--- src/rtl/i2s_speaker_tx_if.sv ---
// i2s_speaker_tx_if
//   Bundles the upstream sample inputs, the DAC pin outputs and the frame
//   request strobe of the I2S speaker transmitter.
//   master : the transmitter (consumes samples, drives DAC pins and sample_req)
//   slave  : the sample source / board side (drives samples, observes pins)
interface i2s_speaker_tx_if;
  logic [15:0] audio_in_left;   // left sample, two's complement
  logic [15:0] audio_in_right;  // right sample, two's complement
  logic        audio_mclk;      // DAC master clock, clk/4
  logic        audio_sck;       // serial bit clock, clk/16
  logic        audio_lrck;      // word select, clk/512, 0 = left
  logic        audio_sdin;      // serial data, MSB first
  logic        sample_req;      // one-clk pulse at the frame boundary

  modport master (
    input  audio_in_left, audio_in_right,
    output audio_mclk, audio_sck, audio_lrck, audio_sdin, sample_req
  );

  modport slave (
    output audio_in_left, audio_in_right,
    input  audio_mclk, audio_sck, audio_lrck, audio_sdin, sample_req
  );
endinterface

--- src/rtl/i2s_speaker_tx.sv ---
// i2s_speaker_tx
//   Serialises 16-bit stereo samples for a CS4344-class I2S DAC. Every DAC
//   clock comes from one free-running 9-bit counter on the 100 MHz clock, so
//   all pins are plain register bits and cannot glitch.
//   Ports:
//     clk  : 100 MHz system clock
//     rst  : synchronous active-high reset
//     bus  : i2s_speaker_tx_if.master
//            audio_in_left/right in, audio_mclk/sck/lrck/sdin and
//            sample_req out
//   FORMAT_I2S = 1 : Philips I2S (MSB one SCK after the LRCK edge)
//   FORMAT_I2S = 0 : left-justified (MSB coincident with the LRCK edge)
module i2s_speaker_tx #(
  parameter bit FORMAT_I2S = 1'b1
) (
  input  logic               clk,
  input  logic               rst,
  i2s_speaker_tx_if.master   bus
);

  logic [8:0]  cnt_r;
  logic [15:0] left_buf_r;
  logic [15:0] right_buf_r;
  logic        sdin_r;
  logic        sample_req_r;

  logic [8:0]  cnt_nxt_s;
  logic [15:0] left_nxt_s;
  logic [15:0] right_nxt_s;
  logic        sdin_nxt_s;
  logic        sample_req_nxt_s;

  // Bit of the buffered words that belongs on sdin during the given slot.
  function automatic logic slot_bit(input logic [4:0]  slot,
                                    input logic [15:0] lw,
                                    input logic [15:0] rw);
    logic [4:0] idx_s;
    logic       bit_s;
    idx_s = 5'd0;
    bit_s = 1'b0;
    if (FORMAT_I2S == 1'b1) begin
      if (slot == 5'd0) begin
        // Tail of the previous right word.
        bit_s = rw[0];
      end else if (slot <= 5'd16) begin
        idx_s = 5'd16 - slot;
        bit_s = lw[idx_s[3:0]];
      end else begin
        // 32 - slot, modulo 32, gives bits 15..1 for slots 17..31.
        idx_s = 5'd0 - slot;
        bit_s = rw[idx_s[3:0]];
      end
    end else begin
      if (slot[4] == 1'b0) begin
        bit_s = lw[~slot[3:0]];
      end else begin
        bit_s = rw[~slot[3:0]];
      end
    end
    return bit_s;
  endfunction

  // Next-state values. sdin and sample_req are computed from the values the
  // counter and buffers will hold next cycle, so the registered pins line up
  // exactly with the counter they belong to.
  always_comb begin
    cnt_nxt_s = cnt_r + 9'd1;
    if (cnt_r == 9'd511) begin
      left_nxt_s = bus.audio_in_left;
    end else begin
      left_nxt_s = left_buf_r;
    end
    if (cnt_r == 9'd255) begin
      right_nxt_s = bus.audio_in_right;
    end else begin
      right_nxt_s = right_buf_r;
    end
    sdin_nxt_s       = slot_bit(cnt_nxt_s[8:4], left_nxt_s, right_nxt_s);
    sample_req_nxt_s = (cnt_nxt_s == 9'd0);
  end

  // Timing counter, sample buffers and registered serial outputs.
  always_ff @(posedge clk) begin
    if (rst) begin
      cnt_r        <= 9'd0;
      left_buf_r   <= 16'd0;
      right_buf_r  <= 16'd0;
      sdin_r       <= 1'b0;
      sample_req_r <= 1'b0;
    end else begin
      cnt_r        <= cnt_nxt_s;
      left_buf_r   <= left_nxt_s;
      right_buf_r  <= right_nxt_s;
      sdin_r       <= sdin_nxt_s;
      sample_req_r <= sample_req_nxt_s;
    end
  end

  // Clock pins are straight counter bits.
  assign bus.audio_mclk = cnt_r[1];
  assign bus.audio_sck  = cnt_r[3];
  assign bus.audio_lrck = cnt_r[8];
  assign bus.audio_sdin = sdin_r;
  assign bus.sample_req = sample_req_r;

endmodule

--- src/flat_wrapper.sv ---
// flat-port wrapper written by rule: the top's interface ports become plain ports
module i2s_speaker_tx_flat 
#(
  parameter bit FORMAT_I2S = 1'b1
)
  (clk, rst, bus_audio_in_left, bus_audio_in_right, bus_audio_mclk, bus_audio_sck, bus_audio_lrck, bus_audio_sdin, bus_sample_req);
  i2s_speaker_tx_if bus_i ();
  input  logic clk;
  input  logic rst;
  input wire logic [$bits(bus_i.audio_in_left)-1:0] bus_audio_in_left;
  input wire logic [$bits(bus_i.audio_in_right)-1:0] bus_audio_in_right;
  output wire logic [$bits(bus_i.audio_mclk)-1:0] bus_audio_mclk;
  output wire logic [$bits(bus_i.audio_sck)-1:0] bus_audio_sck;
  output wire logic [$bits(bus_i.audio_lrck)-1:0] bus_audio_lrck;
  output wire logic [$bits(bus_i.audio_sdin)-1:0] bus_audio_sdin;
  output wire logic [$bits(bus_i.sample_req)-1:0] bus_sample_req;
  assign bus_i.audio_in_left = bus_audio_in_left;
  assign bus_i.audio_in_right = bus_audio_in_right;
  assign bus_audio_mclk = bus_i.audio_mclk;
  assign bus_audio_sck = bus_i.audio_sck;
  assign bus_audio_lrck = bus_i.audio_lrck;
  assign bus_audio_sdin = bus_i.audio_sdin;
  assign bus_sample_req = bus_i.sample_req;
  i2s_speaker_tx #(.FORMAT_I2S(FORMAT_I2S)) u_core (.clk(clk), .rst(rst), .bus(bus_i));
endmodule
--- config.mk ---
export PLATFORM = sky130hd
export DESIGN_NAME = i2s_speaker_tx_flat
export DESIGN_NICKNAME = d
export VERILOG_FILES = /design/src/rtl/i2s_speaker_tx_if.sv /design/src/rtl/i2s_speaker_tx.sv /design/src/flat_wrapper.sv
export SDC_FILE = /design/constraint.sdc
export NUM_CORES = 1
export LEC_CHECK = 0
export CAP_MARGIN = 20
export CORE_ASPECT_RATIO = 0.8
export CORE_MARGIN = 2
export CORE_UTILIZATION = 49
export DETAILED_ROUTE_END_ITERATION = 8
export GPL_ROUTABILITY_DRIVEN = 0
export PLACE_DENSITY = 0.78
export SLEW_MARGIN = 25
export SYNTH_ARGS = -nofsm -noshare
export SYNTH_HDL_FRONTEND = slang
export SYNTH_SLANG_ARGS = --single-unit
--- constraint.sdc ---
create_clock -name clk -period 3.2 [get_ports clk]
set_input_delay 0.64 -clock clk [delete_from_list [all_inputs] [get_ports clk]]
set_output_delay 0.64 -clock clk [all_outputs]
set_load 0.1 [all_outputs]
==> impl_table.tex <==
\begin{tabular}{lr}
\hline
Metric & Value \\
\hline
\multicolumn{2}{l}{\textbf{GRT}} \\
\quad Largest net degree at the start of global routing & 31 \\
\quad Vias in the first global route & 1874 \\
\quad Overall routing resource usage & 19.4\% \\
\quad Number of antenna violations at the first check in global routing & 0 \\
\quad Final global-route overflow total & 0 \\
\quad Wire length of the first global-routing pass & 8720 um \\
\multicolumn{2}{l}{\textbf{Clocking}} \\
\quad Setup fix buffers added after clock tree synthesis & 0 \\
\quad CTS Buf Count & 5 \\
\quad Number of buffers inserted by hold repair at cts & 0 \\
\quad Cell chosen for the clock root & sky130\_fd\_sc\_hd\_\_clkbuf\_8 \\
\quad CTS clock-pin slew for the worst setup and hold paths & 90 ps \\
\quad CTS-repair resized insts & 0 \\
\quad Number of buffers between clock root and the deepest sink & 2 \\
\quad Max H-tree Level & 2 \\
\quad Clock insertion delay at the later pin of the skew report & 310 ps \\
\quad TritonCTS clock tree & yes \\
\quad TritonCTS sink count & 43 \\
\multicolumn{2}{l}{\textbf{Worst setup path}} \\
\quad Master of the slowest instance on the critical path & sky130\_fd\_sc\_hd\_\_mux4\_1 \\
\quad Largest stage delay on the critical path & 630 ps \\
\quad Cells along the critical path & ha\_4, and2\_1, nand2\_1, nor2\_1, ha\_1, mux4\_1, mux2i\_1, nand3\_1, and4\_1, a211o\_1 \\
\quad Data arrival time of the worst path & 3140 ps \\
\quad Worst path required time & 3410 ps \\
\quad Setup crit end kind & register \\
\quad WS Path Type & register to register \\
\quad Worst Setup Start Kind & register \\
\quad Highest net fanout along the worst path & 9 \\
\multicolumn{2}{l}{\textbf{Routing}} \\
\quad Initial drt markers & 93 \\
\quad Remaining antenna violation count after routing & 0 \\
\quad DRT Wirelength & 5200 um \\
\quad Length of the first detailed-routing pass in iterations & 4 \\
\quad Vias & 1987 \\
\quad Detail-routed via count per cell & 5.57 \\
\quad Wire length per cell & 14.6 um \\
\quad Final routed DRC violation total & 0 \\
\multicolumn{2}{l}{\textbf{Logic synthesis}} \\
\quad Post-Synthesis Mean Instance Area & 9.75 sq um \\
\quad Top flip-flop cell by instance count after synthesis & sky130\_fd\_sc\_hd\_\_dfxtp\_1 \\
\quad Post-synthesis sequential area ratio & 34.2\% \\
\quad Top cells by count, synth & 48 x sky130\_fd\_sc\_hd\_\_nor2\_1, 43 x sky130\_fd\_sc\_hd\_\_dfxtp\_1, 39 x sky130\_fd\_sc\_hd\_\_mux2i\_1, 15 x sky130\_fd\_sc\_hd\_\_nand2\_1, 12 x sky130\_fd\_sc\_hd\_\_clkbuf\_1 \\
\quad Post-synthesis instance total & 258 \\
\quad Library cell occupying the most area in the post-synthesis netlist & sky130\_fd\_sc\_hd\_\_dfxtp\_1 \\
\quad Number of enable flip-flop cells after synthesis & 0 \\
\quad Number of storage elements in the synthesis netlist & 43 \\
\quad Most instantiated library cell after synthesis & sky130\_fd\_sc\_hd\_\_nor2\_1 \\
\quad Number of warnings printed during yosys synthesis & 0 \\
\quad Number of distinct library cells after synthesis & 49 \\
\quad Nets in the synthesized netlist & 297 \\
\quad Async set-or-reset flop fraction in the synthesized netlist & 0\% \\
\quad Dominant cells by area after synthesis & sky130\_fd\_sc\_hd\_\_dfxtp\_1 34\%, sky130\_fd\_sc\_hd\_\_mux2i\_1 16\%, sky130\_fd\_sc\_hd\_\_mux4\_1 9.4\% \\
\quad Cell area after technology mapping & 0.00251 sq mm \\
\quad Portion of synthesized cell area occupied by the leading cell type & 34.2\% \\
\multicolumn{2}{l}{\textbf{Power}} \\
\quad Power per standard cell area & 349 mW/mm\^{}2 \\
\quad Peak supply drop & 0.000241 V \\
\quad Static leakage & 1.13 nW \\
\quad Final total power & 1.08 mW \\
\multicolumn{2}{l}{\textbf{Floorplanning}} \\
\quad Chip Height & 68.1 um \\
\quad Top-level I/O count & 39 \\
\quad Row count & 23 \\
\quad Std-Cell Core Area & 0.00498 sq mm \\
\quad DIE WIDTH & 84.1 um \\
\quad Die area & 0.00573 sq mm \\
\quad Initial Utilization & 50.5\% \\
\multicolumn{2}{l}{\textbf{STA}} \\
\quad Final Max Slew Viols & 0 \\
\quad Maximum clock rate & 341 MHz \\
\quad Tcrit/Tclk final & 91.6\% \\
\quad Total count of hold-check failures in the final report & 0 \\
\quad Setup Viol. Count Final & 0 \\
\quad Worst-case headroom to the max-slew limit & 61.1\% \\
\quad Final-layout setup total negative slack & 0 ps \\
\quad RSZ-0062 raised after global routing & false \\
\quad Clk\_skew & 10.7 ps \\
\quad Min Clock Period, post-route & 2930 ps \\
\quad Measured slew at the worst slew-check pin & 581 ps \\
\multicolumn{2}{l}{\textbf{Outcome}} \\
\quad Result of the run & finished clean \\
\multicolumn{2}{l}{\textbf{Final layout}} \\
\quad Number of antenna repair diodes & 0 \\
\quad Post-layout net count & 333 \\
\quad Layout Area Growth over Synthesis & 22.9\% \\
\quad Layout cells sized above 1 & 15.3\% \\
\quad Final std cells w/o fill & 357 \\
\multicolumn{2}{l}{\textbf{Place}} \\
\quad Number of cells in the design after placement & 349 \\
\quad IO Port Bufs & 38 \\
\quad Total half-perimeter wirelength after legalization and detailed placement & 3810 um \\
\multicolumn{2}{l}{\textbf{Job}} \\
\quad Number of maximum-capacitance violations & 0 \\
\multicolumn{2}{l}{\textbf{Min path}} \\
\quad Hold WC Path Type & register to register \\
\hline
\end{tabular}
==> metrics by stage <==
stage	cell area [sq um]	hold WS (ps)	worst slack [ps]	util (%)
3_5_place_dp	2970	479	278	59.7
3_3_place_gp	2970	468	312	59.7
2_1_floorplan	2570	452	-13.6	-
4_1_cts	3090	500	273	62.1
5_1_grt	3090	530	76.2	62.1
6_report	3090	494	270	62.1
==> report_power, final <==
group / total, mW / switching, mW / internal, mW / leakage [nW]
Clock: 0.442 / 0.205 / 0.237 / 0.0587
Combinational: 0.0923 / 0.0424 / 0.0500 / 0.723
Sequential: 0.545 / 0.00725 / 0.538 / 0.348
Total: 1.08 / 0.255 / 0.824 / 1.13
==> critical path, delay by kind of cell (launching register included) <==
family | cells | cell delay [ps]
fa+ha+maj | 2 | 690
mux | 2 | 780
simple gates | 5 | 610
flops | 1 | 470
compound gates | 1 | 260
==> placed cells by master (no fill, tap or decap), types with 2 or more instances in the layout <==
cell type                         Yosys  layout
sky130_fd_sc_hd__o211ai_1             2       2
sky130_fd_sc_hd__dfxtp_1             43      41
sky130_fd_sc_hd__and2_1               4       4
sky130_fd_sc_hd__buf_4                2      16
sky130_fd_sc_hd__dfxtp_4              0       2
sky130_fd_sc_hd__ha_1                 5       3
sky130_fd_sc_hd__nand2b_1             8       8
sky130_fd_sc_hd__nor3_1               3       3
sky130_fd_sc_hd__a31oi_1              2       2
sky130_fd_sc_hd__ha_4                 0       2
sky130_fd_sc_hd__mux4_2               3       7
sky130_fd_sc_hd__mux2_2               4       2
sky130_fd_sc_hd__mux4_1               9       5
sky130_fd_sc_hd__nand2_1             15      15
sky130_fd_sc_hd__a21oi_1              9       9
sky130_fd_sc_hd__xnor2_1              5       5
sky130_fd_sc_hd__nor2_1              48      48
sky130_fd_sc_hd__nand4_1              2       2
sky130_fd_sc_hd__mux2i_1             39      39
sky130_fd_sc_hd__nand3_1              4       4
sky130_fd_sc_hd__clkbuf_8             0       5
sky130_fd_sc_hd__or4_1                2       2
sky130_fd_sc_hd__nor4_1               2       2
sky130_fd_sc_hd__inv_1                3       3
sky130_fd_sc_hd__mux2_4               0       2
sky130_fd_sc_hd__clkdlybuf4s50_1      0      33
==> state kept, by name, summed over array words and instances, names as in the netlist <==
register,flops
u_core.right_buf_r,16
u_core.bus.audio_sdin,1
u_core.cnt_r,9
u_core.bus.sample_req,1
u_core.left_buf_r,16
==> metal layers <==
layer / track usage [%] / vias to the layer above / share of wire (%) / routed length (um)
met5: 0 / - / 0 / 0
met4: 7.06 / 0 / 1.5 / 80
met3: 3.98 / 11 / 5.5 / 287
met2: 33.5 / 56 / 45 / 2340
met1: 24.5 / 926 / 48 / 2490
li1: - / 994 / - / -
==> final timing paths <==
| kind | cells past startpoint | slack, ps | end | start |
|---|---|---|---|---|
| setup / recovery | 10 | 270 | u_core.bus.audio_sdin$_SDFF_PP0_ | u_core.cnt_r[0]$_SDFF_PP0_ |
| hold / removal | 2 | 490 | u_core.left_buf_r[4]$_SDFF_PP0_ | u_core.left_buf_r[4]$_SDFF_PP0_ |
| setup reg to reg | 10 | 270 | u_core.bus.audio_sdin$_SDFF_PP0_ | u_core.cnt_r[0]$_SDFF_PP0_ |
| hold reg to reg | 2 | 490 | u_core.left_buf_r[4]$_SDFF_PP0_ | u_core.left_buf_r[4]$_SDFF_PP0_ |
==> final cells by class <==
type / instances / area, sq um
Fill cell: 436 / 1890
Multi-Input combinational cell: 191 / 1560
Sequential cell: 43 / 868
Timing Repair Buffer: 49 / 450
Tap cell: 62 / 77.6
Clock buffer: 5 / 68.8
Clock inverter: 3 / 47.5
Inverter: 4 / 22.5
==> logic make-up after synthesis <==
logic type	count (synthesis)	synth area share, %
multiplexers	55	29.4
adder cells (fa/ha/maj)	5	2.49
flip-flops	43	34.2
AO/OA/AOI/OAI	25	6.72
AND/OR/NAND/NOR	98	18.2
buffers and inverters	24	4.83
XOR/XNOR	8	4.13
(Power assumes the default switching activity.)
